File: src/rtl/fetch_stage.sv
// fetch_stage: PC, single-outstanding imem request channel, one-entry skid buffer and IF/ID register.
// Responses belonging to fetches squashed by an execute redirect are drained and dropped.
module fetch_stage #(
  parameter logic [31:0] RESET_PC = 32'h0000_0000
) (
  input  logic        clk,
  input  logic        rst_n,
  output logic        imem_req_valid,
  input  logic        imem_req_ready,
  output logic [31:0] imem_req_addr,
  input  logic        imem_rsp_valid,
  input  logic [31:0] imem_rsp_data,
  input  logic        stall_d,
  input  logic        redirect_e,
  input  logic [31:0] redirect_pc_e,
  output logic [31:0] instr_d,
  output logic [31:0] pc_d,
  output logic [31:0] pc_plus4_d,
  output logic        valid_d
);
  typedef enum logic [1:0] {BOOT, ISSUE, WAIT, DRAIN} state_t;
  state_t state, state_n;
  logic [31:0] pc_f, pc_f_n, req_pc, buf_instr, buf_pc, ld_instr, ld_pc;
  logic buf_full, hs, deliver, ld;
  assign imem_req_valid = state == ISSUE && !buf_full;
  assign imem_req_addr = pc_f;
  assign hs = imem_req_valid && imem_req_ready;
  assign deliver = state == WAIT && imem_rsp_valid && !redirect_e;
  assign ld = buf_full || deliver;
  assign ld_instr = buf_full ? buf_instr : imem_rsp_data;
  assign ld_pc = buf_full ? buf_pc : req_pc;
  always_comb begin
    state_n = state;
    pc_f_n = redirect_e && state != BOOT ? redirect_pc_e : hs ? pc_f + 32'd4 : pc_f;
    case (state)
      BOOT:    state_n = ISSUE;
      ISSUE:   state_n = hs ? (redirect_e ? DRAIN : WAIT) : ISSUE;
      WAIT:    state_n = imem_rsp_valid ? ISSUE : redirect_e ? DRAIN : WAIT;
      DRAIN:   state_n = imem_rsp_valid ? ISSUE : DRAIN;
      default: state_n = BOOT;
    endcase
  end
  always_ff @(posedge clk or negedge rst_n)
    if (!rst_n) begin
      state <= BOOT;
      pc_f <= RESET_PC;
    end else begin
      state <= state_n;
      pc_f <= pc_f_n;
    end
  always_ff @(posedge clk or negedge rst_n)
    if (!rst_n) begin
      req_pc <= '0;
      buf_full <= 1'b0;
      buf_instr <= '0;
      buf_pc <= '0;
      valid_d <= 1'b0;
      instr_d <= '0;
      pc_d <= '0;
      pc_plus4_d <= '0;
    end else begin
      if (hs) req_pc <= pc_f;
      // a stalled delivery parks in the buffer; issue is blocked until it drains
      if (deliver && stall_d) begin
        buf_full <= 1'b1;
        buf_instr <= imem_rsp_data;
        buf_pc <= req_pc;
      end
      if (redirect_e) begin
        valid_d <= 1'b0;
        buf_full <= 1'b0;
      end else if (!stall_d) begin
        valid_d <= ld;
        if (buf_full) buf_full <= 1'b0;
        if (ld) begin
          instr_d <= ld_instr;
          pc_d <= ld_pc;
          pc_plus4_d <= ld_pc + 32'd4;
        end
      end
    end
endmodule

File: config.mk
export PLATFORM = sky130hd
export DESIGN_NAME = fetch_stage
export DESIGN_NICKNAME = d
export VERILOG_FILES = /design/src/rtl/fetch_stage.sv
export SDC_FILE = /design/constraint.sdc
export NUM_CORES = 1
export LEC_CHECK = 0
export ABC_AREA = 1
export CORE_MARGIN = 8
export CORE_UTILIZATION = 40
export DETAILED_ROUTE_END_ITERATION = 6
export PLACE_DENSITY = 0.64
export REMOVE_ABC_BUFFERS = 1
export SYNTH_ARGS = -nofsm -noshare
export SYNTH_HDL_FRONTEND = slang
export SYNTH_SLANG_ARGS = --single-unit
File: constraint.sdc
create_clock -name clk -period 3.6 [get_ports clk]
set_input_delay 0.36 -clock clk [delete_from_list [all_inputs] [get_ports clk]]
set_output_delay 0.36 -clock clk [all_outputs]
set_load 0.005 [all_outputs]
# [Word level (Yosys, flattened, before mapping)]
# Index checks and enable logic that the tools add are counted.
# Widths: inputs -> output; s select.
[totals] output_inout_bits=130 reg_bits=228
[op_classes] bitwise=2 muxes=15 n_eq_ne=4 n_reduce_logical=13 add_sub_neg=2
[ops] cell="$mux 32" n=4
[ops] cell="$add 32x3->32 const B" n=2
[ops] cell="$pmux 2 s4" n=1
[ops] cell="$mux 1" n=7
[ops] cell="$logic_and 1x1->1" n=6
[ops] cell="$mux 2" n=3
[ops] cell="$eq 2x2->1 const B" n=2
[ops] cell="$reduce_bool 2->1" n=2
[ops] cell="$reduce_and 3->1" n=1
[ops] cell="$eq 2x1->1 const B" n=1
[ops] cell="$logic_not 1->1" n=2
[ops] cell="$logic_not 2->1" n=1
[ops] cell="$ne 2x1->1 const B" n=1
[ops] cell="$not 1->1" n=2
[ops] cell="$logic_or 1x1->1" n=1

# [Logic depth before layout (Yosys ltp)]
# Gate-level depths: netlist (run 1).
[depth] word_depth=8 ltp_mapped=14 depth_no_buf=13

# [Least setup slack after synthesis (run 1)]
# Ideal clock, no wire load.
[synth_path] kind="register to register" start="register buf_full" end="register pc_plus4_d[28]" n_path_buf=2 path_stages_with_launch=14 setup_slack_ns=1.778 arrival_ns=1.705 path_cell_list="dfrtp_1 > buf_6 > buf_12 > o21ai_2 > inv_1 > ha_1 > nand2_2 > nor2_4 > nand3_2 > inv_2 > nand2_1 > nand2_1 > nand3_1 > nand2_1"
[synth_between] elab_chain_len=2 elab_cells_between_ends=4 cone_classes="add/sub (1); mux (1); reduce/logical (2)"
[synth_rtl] element="from (decl)" line_no="24" text="logic buf_full, hs, deliver, ld;"
[synth_rtl] element="from (signal assigned)" line_no="54" text="buf_full <= 1'b0;"
[synth_rtl] element="from (signal assigned)" line_no="65" text="buf_full <= 1'b1;"
[synth_rtl] element="from (signal assigned)" line_no="71" text="buf_full <= 1'b0;"
[synth_rtl] element="$mux 32" line_no="31" text="assign ld_pc = buf_full ? buf_pc : req_pc;"
[synth_rtl] element="via ld_pc[2]" line_no="23" text="logic [31:0] pc_f, pc_f_n, req_pc, buf_instr, buf_pc, ld_instr, ld_pc;"
[synth_rtl] element="$add 32x3->32" line_no="78" text="pc_plus4_d <= ld_pc + 32'd4;"
[synth_rtl] element="to (signal assigned)" line_no="78"
[synth_rtl] element="to (decl)" line_no="18" text="output logic [31:0] pc_plus4_d,"
# The timed path passes the listed nets, and every way through them passes these cells.
# A chain may end at the register's enable or synchronous reset.

# [Final worst setup path (run 1)]
[layout_path] start="register buf_full" end="register instr_d[31]"
[layout_between] elab_chain_len=2 elab_cells_between_ends=3 cone_classes="mux (1); reduce/logical (2)"
[layout_rtl] element="$logic_or 1x1->1" line_no="29" text="assign ld = buf_full || deliver;"
[layout_rtl] element="$reduce_and 3->1 (no line)"
[layout_rtl] element="to (signal assigned)" line_no="76" text="instr_d <= ld_instr;"
[layout_rtl] element="to (decl)" line_no="16" text="output logic [31:0] instr_d,"
# Parallel ways exist; a longest one is shown, timed or not.

==> results of run 1 <==
-- cells in the final DEF, fill, tap and decap left out, types with 6 or more instances in the layout --
| cell type | n |
|---|---|
| sky130_fd_sc_hd__nand2_1 | 415 |
| sky130_fd_sc_hd__dfrtp_1 | 225 |
| sky130_fd_sc_hd__clkdlybuf4s50_1 | 198 |
| sky130_fd_sc_hd__nor2_1 | 127 |
| sky130_fd_sc_hd__nand3_1 | 75 |
| sky130_fd_sc_hd__inv_1 | 72 |
| sky130_fd_sc_hd__mux2_2 | 57 |
| sky130_fd_sc_hd__o21ai_0 | 50 |
| sky130_fd_sc_hd__a31oi_1 | 38 |
| sky130_fd_sc_hd__nand2_2 | 35 |
| sky130_fd_sc_hd__clkbuf_16 | 27 |
| sky130_fd_sc_hd__o21ai_1 | 25 |
| sky130_fd_sc_hd__nor2_2 | 13 |
| sky130_fd_sc_hd__nor3_1 | 12 |
| sky130_fd_sc_hd__a21oi_1 | 12 |
| sky130_fd_sc_hd__o211ai_1 | 12 |
| sky130_fd_sc_hd__xor2_1 | 12 |
| sky130_fd_sc_hd__nand4_1 | 10 |
| sky130_fd_sc_hd__buf_4 | 10 |
| sky130_fd_sc_hd__inv_2 | 8 |
| sky130_fd_sc_hd__nor2_4 | 8 |
| sky130_fd_sc_hd__clkbuf_1 | 6 |
-- layer usage --
layer / share of wire, % / wire [um] / vias to the layer above
li1: - / - / 4579
met1: 46 / 14000 / 4295
met2: 46 / 13900 / 213
met3: 5.3 / 1610 / 37
met4: 2.0 / 594 / 0
met5: 0 / 0 / -
-- report_power, final --
part           total [mW]  leakage, nW  switching [mW]  internal [mW]
logic                2.90         3.21            1.35           1.55
registers            3.95         2.87           0.599           3.35
clock network        2.76        0.431            1.06           1.70
total                9.60         6.51            3.00           6.60
-- cell usage after synthesis --
cell,n,share of area (%)
sky130_fd_sc_hd__o21a_1,1,0.068
sky130_fd_sc_hd__and2_2,1,0.068
sky130_fd_sc_hd__nor3_4,1,0.15
sky130_fd_sc_hd__o21ai_0,50,2.3
sky130_fd_sc_hd__a31oi_1,38,2.1
sky130_fd_sc_hd__dfrtp_1,226,51
sky130_fd_sc_hd__nand2_2,34,1.9
sky130_fd_sc_hd__o21bai_1,1,0.068
sky130_fd_sc_hd__mux2_1,1,0.10
sky130_fd_sc_hd__nor3_1,12,0.54
sky130_fd_sc_hd__nor2_2,13,0.73
sky130_fd_sc_hd__o221ai_1,2,0.16
sky130_fd_sc_hd__o21ai_1,25,1.1
sky130_fd_sc_hd__or2_2,2,0.11
sky130_fd_sc_hd__buf_2,21,0.95
sky130_fd_sc_hd__nand3_2,3,0.27
sky130_fd_sc_hd__nand4_1,10,0.57
sky130_fd_sc_hd__mux2_2,57,5.8
sky130_fd_sc_hd__nand3_4,1,0.16
sky130_fd_sc_hd__clkbuf_1,15,0.51
sky130_fd_sc_hd__buf_4,11,0.75
sky130_fd_sc_hd__nand3_1,75,3.4
sky130_fd_sc_hd__inv_1,72,2.4
sky130_fd_sc_hd__o211ai_1,12,0.81
sky130_fd_sc_hd__xor2_1,12,0.95
sky130_fd_sc_hd__nor2_1,128,4.3
sky130_fd_sc_hd__o22ai_1,3,0.17
sky130_fd_sc_hd__ha_1,2,0.23
sky130_fd_sc_hd__nor2_8,2,0.36
sky130_fd_sc_hd__xnor2_1,1,0.079
sky130_fd_sc_hd__nor3b_2,1,0.11
sky130_fd_sc_hd__inv_2,9,0.31
sky130_fd_sc_hd__nor3_2,1,0.090
sky130_fd_sc_hd__a21oi_2,2,0.16
sky130_fd_sc_hd__buf_12,2,0.36
sky130_fd_sc_hd__buf_1,3,0.10
sky130_fd_sc_hd__inv_8,1,0.10
sky130_fd_sc_hd__buf_6,6,0.61
sky130_fd_sc_hd__nand2_1,416,14
sky130_fd_sc_hd__nand2_4,4,0.41
sky130_fd_sc_hd__o21ai_2,1,0.079
sky130_fd_sc_hd__nor2_4,7,0.71
sky130_fd_sc_hd__a21oi_1,12,0.54
-- critical path: stages (launching register included) --
cell	delay [ps]
sky130_fd_sc_hd__dfrtp_2	950
sky130_fd_sc_hd__inv_8	310
sky130_fd_sc_hd__a21oi_2	280
sky130_fd_sc_hd__nand2_2	80
sky130_fd_sc_hd__clkinv_2	460
sky130_fd_sc_hd__buf_4	370
sky130_fd_sc_hd__nor2_1	70
sky130_fd_sc_hd__a31oi_1	150
-- final cells by class --
type                            count  area, um^2  share of cell area [%]
Sequential cell                   226        5660                    39.8
Multi-Input combinational cell    931        4750                    33.4
Timing Repair Buffer              212        2120                    14.9
Clock buffer                       35         726                    5.11
Tap cell                          378         473                    3.33
Inverter                           82         317                    2.23
Clock inverter                     11         168                    1.18
-- state kept, by name, summed over array words and instances, names as in the netlist --
name           cells
req_pc            32
buf_full           1
imem_req_addr     32
valid_d            1
instr_d           32
pc_d              32
buf_instr         32
pc_plus4_d        30
buf_pc            32
state              2
-- worst min path at each step --
stage	from	slack, ps	to	depth (start not counted)
final	redirect_pc_e[1]	370	imem_req_addr[1]	3
after global routing	redirect_pc_e[12]	400	imem_req_addr[12]	3
after CTS	redirect_pc_e[1]	350	imem_req_addr[1]	3
after detailed placement	rst_n	440	instr_d[4]	1
after global placement	rst_n	450	instr_d[4]	1
after floorplan	rst_n	60	buf_full	0
-- kinds of logic after synthesis --
family,after synthesis
AOI/OAI and AO/OA,147
xor gates and xnor gates,13
adders and majority gates,2
buffers and inverters,140
DFF,226
muxes,58
and+or+nand+nor,711
-- through the flow --
stage               setup TNS (ps)  hold WS (ps)  instance area (um^2)  instances  total power, mW
floorplan                   -89950          64.4                 10700       1239             5.19
global placement                 0           446                 13300       1828             6.87
detailed placement               0           442                 13300       1828             6.93
CTS                              0           351                 14200       1875             9.74
global route                     0           404                 14200       1875             10.2
finish                           0           373                 14200       1875             9.60
==> qor.tcl, run 1 <==
set qor(run_status) {complete, no violations}
set qor(first_pass_grt_wire_length_um) 49000
set qor(worstPathMaxFanout) 64
set qor(cts_post_setup_buffers_inserted) 0
set qor(hold_viol_final) 0
set qor(place_hpwl_um) 21500
set qor(critical_path_required_ps) 4030
set qor(cp.arrival_ps) 3290
set qor(die-width_um) 182
set qor(final_antenna_net_count) 0
set qor(final.min_clock_period_ps) 2860
set qor(end_kind) {flop}
set qor(number_of_antenna_violations_at_the_first_check_in_global_routing) 0
set qor(fillerInstances) 2601
set qor(worst_slew_margin_rel_pct) 40.4
set qor(vias_per_cell) 4.87
set qor(grt_start_max_net_pins) 99
set qor(skew_ps) 22.8
set qor(cts-hold-fix-buffers) 1
set qor(synth_compound_gate_area_share_pct) 7.59
set qor(firstDrtPassIters) 5
set qor(tightest_slew_ps) 893
set qor(timing.fmax_mhz) 349
set qor(timing.rr.start) {buf_full}
set qor(critical_path.startpoint) {buf_full}
set qor(clock_tree.htree_level_count) 1
set qor(ys_seq_elements) 226
set qor(vias) 9124
set qor(globalRoute.busiestLayer) {met2}
set qor(part_of_the_yosys_area_used_for_sequential_elements_pct) 51.1
set qor(grt_setup_unrepaired) {no}
set qor(initial_utilization_pct) 40.2
set qor(synth_simple_gate_area_share_pct) 28.0
set qor(layout.nets) 1552
set qor(clock_insertion_delay_worst_skew_ps) 530
set qor(drc_violations_left) 0
set qor(rr_endpoint) {instr_d[31]}
set qor(drv.max_cap_violation_count) 0
set qor(boundaryPins) 200
set qor(post_synth_num_cell_types) 43
set qor(ir_worst_vdd_mv) 0.288
set qor(cts_buffer_depth) 3
set qor(route.final.wire_length_um) 30100
set qor(cts_inserted_buffers) 27
set qor(drt_first_iter_violations) 511
set qor(syn_avg_cell_area_um2) 8.54
set qor(drt-wirelength-per-cell_um) 16.1
set qor(cts_resized) 0
set qor(power_per_cell_area_mw_per_mm2) 676
set qor(clock_tree_from_tritoncts) {done}
set qor(global_route.usage.met3_pct) 3.78
set qor(final.setup.worst_slack_ps) 739
set qor(synthXorXnorAreaFrac_pct) 1.03
set qor(timing.reg2reg.worst_path_depth) 7
set qor(count_of_antenna_diodes_in_the_layout) 0
set qor(drive_gt1_share_pct) 13.1
set qor(setup_viol_count_final) 0
set qor(final_max_slew_viol_count) 0
set qor(gr-usage-met1_pct) 24.7
set qor(leakage_nw) 6.51
set qor(worstHoldPathType) {in -> reg}
set qor(grt-ovfl-total) 0
set qor(r2r_slack_ps) 740
set qor(synthCells) 1297
set qor(cts.clk_slew.worst_paths_ps) 60
set qor(main_combinational_cell_family_by_area_after_synthesis) {simple AND/OR/NAND/NOR gates}
set qor(global_route.usage.total_pct) 18.1
set qor(netlist_area_mm2) 0.0111
set qor(start_kind) {flop}
set qor(post-place-ws_ps) 731
set qor(die_area_mm2) 0.0333
set qor(gp_congestion) 0.872
set qor(cts_num_sinks) 226
set qor(floorplan.core_area_mm2) 0.0276
set qor(critPathKind) {reg -> reg}
set qor(fp-row-count) 61
set qor(last_element_of_the_critical_path) {instr_d[31]}
set qor(placement.io_buffers) 199
set qor(chipHeight_um) 182
set qor(grt_pass1_vias) 9068
set qor(post-route-period-util_pct) 79.5
set qor(clock_tree.root_cell) {sky130_fd_sc_hd__clkbuf_16}
set qor(post_synth_fa_ha_maj_area_fraction_pct) 0.226
set qor(area_growth_syn_to_layout_pct) 28.3
set qor(ys.warnings.count) 0
set qor(use_met2_pct) 29.0
set qor(multiplexer_share_of_the_synthesized_area_pct) 5.90
set qor(post-route-util_pct) 51.6
(Power assumes the default switching activity.)
==> run 2, diff against run 1 <==
==> constraint.sdc (replaced) <==
create_clock -name clk -period 3 [get_ports clk]
set_input_delay 0.3 -clock clk [delete_from_list [all_inputs] [get_ports clk]]
set_output_delay 0.3 -clock clk [all_outputs]
set_load 0.005 [all_outputs]
==> run 2 against run 1 <==
Sequential share of layout area decreased by 0.053 points. Routed wire length down 0.77%. Clock skew fell by 9.1 ps. Worst hold slack worse by 58 ps. Setup slack worse by 140 ps. Critical path type unchanged. Highest routed layer unchanged.
==> qor.tcl, run 2 (synthesized netlist as in run 1, its figures left out) <==
set qor(run_status) {complete, no violations}
set qor(critical_path_required_ps) 3400
set qor(drive_gt1_share_pct) 13.2
set qor(start_kind) {flop}
set qor(count_of_antenna_diodes_in_the_layout) 0
set qor(chipHeight_um) 182
set qor(first_pass_grt_wire_length_um) 49400
set qor(die-width_um) 182
set qor(fillerInstances) 2661
set qor(grt_setup_unrepaired) {no}
set qor(hold_slack_ps) 315
set qor(drt-wirelength-per-cell_um) 15.9
set qor(post-route-util_pct) 51.6
set qor(hold_viol_final) 0
set qor(postPlaceCellArea_mm2) 0.0134
set qor(placed_cells_incl_taps) 1831
set qor(gp_congestion) 0.885
set qor(layout.nets) 1553
set qor(vias_per_cell) 4.88
set qor(finalSetupTns_ps) 0
set qor(power.total_mw) 11.4
set qor(grt_start_max_net_pins) 97
set qor(cts_resized) 0
set qor(setup_viol_count_final) 0
set qor(post-place-ws_ps) 613
set qor(final_area_mm2) 0.0142
set qor(cts_inserted_buffers) 25
set qor(post-route-period-util_pct) 80.0
set qor(floorplan.core_area_mm2) 0.0276
set qor(commonest_cells_after_routing_fill_and_taps_aside) {415 x sky130_fd_sc_hd__nand2_1, 225 x sky130_fd_sc_hd__dfrtp_1, 198 x sky130_fd_sc_hd__clkdlybuf4s50_1}
set qor(vias) 9154
set qor(cp.arrival_ps) 2800
set qor(end_kind) {flop}
set qor(drt_first_iter_violations) 428
set qor(clock_tree.htree_level_count) 1
set qor(boundaryPins) 200
set qor(grt-ovfl-total) 0
set qor(cts_num_sinks) 226
set qor(worstPathMaxFanout) 64
set qor(global_route.usage.total_pct) 18.1
set qor(route.final.wire_length_um) 29900
set qor(cts-hold-fix-buffers) 1
set qor(area_growth_syn_to_layout_pct) 28.5
set qor(skew_ps) 13.7
set qor(fp-row-count) 61
set qor(power_per_cell_area_mw_per_mm2) 800
set qor(grt_pass1_vias) 9238
set qor(leakage_nw) 6.53
set qor(mostFrequentLayoutCell) {sky130_fd_sc_hd__nand2_1}
set qor(tightest_slew_ps) 792
set qor(place_hpwl_um) 21900
set qor(clock_tree_from_tritoncts) {done}
set qor(number_of_antenna_violations_at_the_first_check_in_global_routing) 0
set qor(drv.max_cap_violation_count) 0
set qor(clock_tree.root_cell) {sky130_fd_sc_hd__clkbuf_16}
set qor(final_max_slew_viol_count) 0
set qor(final_antenna_net_count) 0
set qor(cts_post_setup_buffers_inserted) 0
set qor(critPathKind) {reg -> reg}
set qor(firstDrtPassIters) 5
set qor(timing.fmax_mhz) 417
set qor(worst_slew_margin_rel_pct) 47.2
set qor(drc_violations_left) 0
set qor(worstHoldPathType) {in -> reg}
set qor(die_area_mm2) 0.0333
set qor(finalNonFillerCells) 1877
set qor(final.setup.worst_slack_ps) 599
set qor(initial_utilization_pct) 40.2
set qor(cts.clk_slew.worst_paths_ps) 60
set qor(clock_insertion_delay_worst_skew_ps) 520
set qor(final.min_clock_period_ps) 2400
set qor(ir_worst_vdd_mv) 0.473
set qor(cts_buffer_depth) 3
set qor(placement.io_buffers) 199
==> run 2: per-layer routing <==
metal | vias up | share of wire (%) | GRT usage, %
met4 | 0 | 2.2 | 4.66
met3 | 42 | 5.1 | 3.28
met2 | 228 | 46 | 29.4
met5 | - | 0 | 0
met1 | 4321 | 47 | 24.6
li1 | 4563 | - | -
==> run 2: where the power goes <==
| part | leakage (nW) | internal (mW) | switching [mW] |
|---|---|---|---|
| clock network | 0.421 | 1.95 | 1.21 |
| registers | 2.87 | 4.02 | 0.700 |
| logic | 3.24 | 1.87 | 1.63 |
| total | 6.53 | 7.84 | 3.54 |
==> run 2: worst paths after layout <==
| kind | start | slack [ps] | cells after the start | end |
|---|---|---|---|---|
| worst min-delay path | redirect_pc_e[1] | 310 | 3 | imem_req_addr[1] |
| worst min register to register | pc_plus4_d[3] | 480 | 2 | pc_plus4_d[3] |
| min in group asynchronous | rst_n | 350 | 2 | buf_instr[4] |
| max in group asynchronous | rst_n | 1750 | 3 | imem_req_addr[8] |
| worst max-delay path | buf_full | 600 | 11 | pc_plus4_d[18] |
| worst max register to register | buf_full | 600 | 11 | pc_plus4_d[18] |
==> run 2: layout make-up <==
type / instances / area, um^2 / area share [%]
clock inverters: 11 / 163 / 1.14
inverters: 82 / 317 / 2.22
well taps: 378 / 473 / 3.32
flip-flops and latches: 226 / 5660 / 39.8
multi-input cells: 931 / 4750 / 33.4
clock buffers: 34 / 689 / 4.85
repair buffers: 215 / 2180 / 15.3
==> run 2: critical path, cell delays in order, from the launching register on <==
cell and delay (ps):
sky130_fd_sc_hd__dfrtp_2 620, sky130_fd_sc_hd__inv_8 400, sky130_fd_sc_hd__nand2_1 160, sky130_fd_sc_hd__nand2_2 120, sky130_fd_sc_hd__ha_1 180, sky130_fd_sc_hd__nand2_2 80, sky130_fd_sc_hd__nor2_4 170, sky130_fd_sc_hd__nand2_2 130
sky130_fd_sc_hd__nor2_4 160, sky130_fd_sc_hd__nand3_1 80, sky130_fd_sc_hd__o21ai_1 100, sky130_fd_sc_hd__nor2_1 60
==> run 3, diff against run 2 <==
==> constraint.sdc (replaced) <==
create_clock -name clk -period 2.4 [get_ports clk]
set_input_delay 0.24 -clock clk [delete_from_list [all_inputs] [get_ports clk]]
set_output_delay 0.24 -clock clk [all_outputs]
set_load 0.005 [all_outputs]
==> run 3 against run 2 <==
Clock skew increased by 2.9 ps. Flip-flop and latch count unchanged. Register-to-register slack got worse by 250 ps. Count of clock-buffer cells in the layout increased by 5.
==> qor.tcl, run 3 (synthesized netlist as in run 1, its figures left out) <==
set qor(grt-ovfl-total) 0
set qor(globalRoute.busiestLayer) {met2}
set qor(drt_first_iter_violations) 503
set qor(cell_internal_power_dissipation_mw) 10.0
set qor(floorplan.core_area_mm2) 0.0276
set qor(critPathKind) {reg -> out}
set qor(hold_slack_ps) 247
set qor(cp.arrival_ps) 1830
set qor(route.final.wire_length_um) 30100
set qor(gp_congestion) 0.875
set qor(firstDrtPassIters) 5
set qor(placement.io_buffers) 199
set qor(post-place-ws_ps) 312
set qor(final_antenna_net_count) 0
set qor(run_status) {complete, no violations}
set qor(final.setup.worst_slack_ps) 327
set qor(drv.max_cap_violation_count) 0
set qor(clock_tree_from_tritoncts) {done}
set qor(timing.fmax_mhz) 483
set qor(clock_insertion_delay_worst_skew_ps) 530
set qor(r2r_slack_ps) 350
set qor(worst_slew_margin_rel_pct) 57.6
set qor(commonest_cells_after_routing_fill_and_taps_aside) {415 x sky130_fd_sc_hd__nand2_1, 225 x sky130_fd_sc_hd__dfrtp_1, 198 x sky130_fd_sc_hd__clkdlybuf4s50_1}
set qor(min-delay-start) {redirect_pc_e[1]}
set qor(p_comb_share_pct) 30.2
set qor(final_max_slew_viol_count) 0
set qor(total_switching_power_mw) 4.51
set qor(start_kind) {flop}
set qor(area_growth_syn_to_layout_pct) 30.1
set qor(clock_tree.htree_level_count) 1
set qor(vias_per_cell) 4.90
set qor(layout.nets) 1558
set qor(count_of_antenna_diodes_in_the_layout) 0
set qor(first_pass_grt_wire_length_um) 48800
set qor(drt-wirelength-per-cell_um) 16.0
set qor(chipHeight_um) 182
set qor(die_area_mm2) 0.0333
set qor(setup_viol_count_final) 0
set qor(leakage_nw) 6.60
set qor(worstPathMaxFanout) 7
set qor(clkPwrFrac_pct) 29.2
set qor(ir_worst_vdd_mv) 0.432
set qor(tightest_slew_ps) 636
set qor(cts_buffer_depth) 3
set qor(timing.reg2reg.worst_path_depth) 11
set qor(worst-path-buf-inv) 1
set qor(boundaryPins) 200
set qor(place_hpwl_um) 21800
set qor(die-width_um) 182
set qor(postPlaceCellArea_mm2) 0.0134
set qor(rr_endpoint) {pc_plus4_d[30]}
set qor(power.sequential.fraction_pct) 40.6
set qor(end_kind) {output port}
set qor(final_area_mm2) 0.0144
set qor(cell_depth_of_the_worst_hold_path) 3
set qor(drc_violations_left) 0
set qor(worst_path_max_delay_cell) {sky130_fd_sc_hd__clkdlybuf4s50_1}
set qor(skew_ps) 16.6
set qor(use_met2_pct) 28.1
set qor(clock_tree.root_cell) {sky130_fd_sc_hd__clkbuf_16}
set qor(crit_path_max_incr_delay_ps) 560
set qor(mostFrequentLayoutCell) {sky130_fd_sc_hd__nand2_1}
set qor(drive_gt1_share_pct) 13.8
set qor(cts_inserted_buffers) 26
set qor(cts.clk_slew.worst_paths_ps) 60
set qor(power_per_cell_area_mw_per_mm2) 1010
set qor(power.share.switching_pct) 31.0
set qor(hold_viol_final) 0
set qor(critical_path.top_delay_family) {buffers and inverters}
set qor(worstHoldPathType) {in -> reg}
set qor(cp_cell_sequence) {nor3_4 -> clkdlybuf4s50_1}
set qor(post-route-period-util_pct) 86.4
set qor(fp-row-count) 61
set qor(grt_start_max_net_pins) 80
set qor(initial_utilization_pct) 40.2
set qor(grt_setup_unrepaired) {no}
set qor(cts_num_sinks) 226
set qor(final.min_clock_period_ps) 2070
set qor(critical_path_required_ps) 2160
set qor(gr-usage-met1_pct) 24.8
set qor(number_of_antenna_violations_at_the_first_check_in_global_routing) 0
set qor(global_route.usage.met3_pct) 3.42
set qor(global_route.usage.total_pct) 18.0
set qor(vias) 9226
set qor(timing.rr.start) {buf_full}
set qor(grt_pass1_vias) 9089
set qor(hold-path-endpoint) {imem_req_addr[1]}
run 3: changes by cell type in the layout (fill, tap and decap cells not counted):
cell	change
sky130_fd_sc_hd__bufinv_16	-1
sky130_fd_sc_hd__clkinv_4	-1
sky130_fd_sc_hd__buf_12	+4
sky130_fd_sc_hd__clkbuf_1	-3
sky130_fd_sc_hd__clkbuf_16	+2
sky130_fd_sc_hd__clkbuf_8	+6
sky130_fd_sc_hd__clkinv_2	-3
sky130_fd_sc_hd__clkinvlp_4	+3
run 3: how the worst max path moves through the flow:
stage                     cells after the start            from  slack (ps)             end
after floorplan                               7        buf_full       -2420  pc_plus4_d[21]
after global placement                        9  imem_rsp_valid         340  pc_plus4_d[21]
after detailed placement                      9  imem_rsp_valid         310  pc_plus4_d[21]
after CTS                                     2        buf_full         290  imem_req_valid
after global routing                         11        buf_full         160  pc_plus4_d[30]
final                                         2        buf_full         330  imem_req_valid
run 3: routing by layer:
metal	wire length, um	vias up
li1	-	4584
met1	14200	4345
met2	13400	248
met3	1590	49
met4	858	0
met5	0	-
run 3: stage by stage:
stage          cells  utilization (%)  setup TNS (ps)  power [mW]
2_1_floorplan   1239                -         -302090        7.78
3_3_place_gp    1835             48.8               0        10.3
3_5_place_dp    1835             48.8               0        10.4
4_1_cts         1884             52.3               0        14.7
5_1_grt         1884             52.3               0        15.5
6_report        1884             52.3               0        14.5
run 3: repair_timing:
action | in CTS | in global routing
setup buffers | 0 | 0
gates resized for setup | 0 | 0
hold endpoints to repair | 74 | 0
hold buffers | 1 | 0
run 3: layout make-up:
| class | instances | area, um^2 |
|---|---|---|
| Multi-Input combinational cell | 931 | 4750 |
| Sequential cell | 226 | 5660 |
| Clock inverter | 9 | 131 |
| Tap cell | 378 | 473 |
| Fill cell | 2617 | 13200 |
| Timing Repair Buffer | 219 | 2260 |
| Inverter | 82 | 317 |
| Clock buffer | 39 | 811 |
run 3: worst register-to-register path: stages, from the launching register on:
cell	delay, ps
sky130_fd_sc_hd__dfrtp_2	510
sky130_fd_sc_hd__inv_8	230
sky130_fd_sc_hd__nand2_1	130
sky130_fd_sc_hd__nand2_2	110
sky130_fd_sc_hd__ha_1	180
sky130_fd_sc_hd__nand2_2	80
sky130_fd_sc_hd__nor2_4	170
sky130_fd_sc_hd__nand3_2	180
sky130_fd_sc_hd__nor2_4	160
sky130_fd_sc_hd__nand2_1	70
sky130_fd_sc_hd__nand2_1	60
sky130_fd_sc_hd__nand3_1	60
run 3: power by group through the flow:
stage	clock, mW	combinational (mW)	sequential [mW]
2_1_floorplan	0	1.96	5.82
3_3_place_gp	0	4.39	5.93
3_5_place_dp	0	4.46	5.97
4_1_cts	4.34	4.48	5.92
5_1_grt	4.52	4.87	6.08
6_report	4.24	4.39	5.90
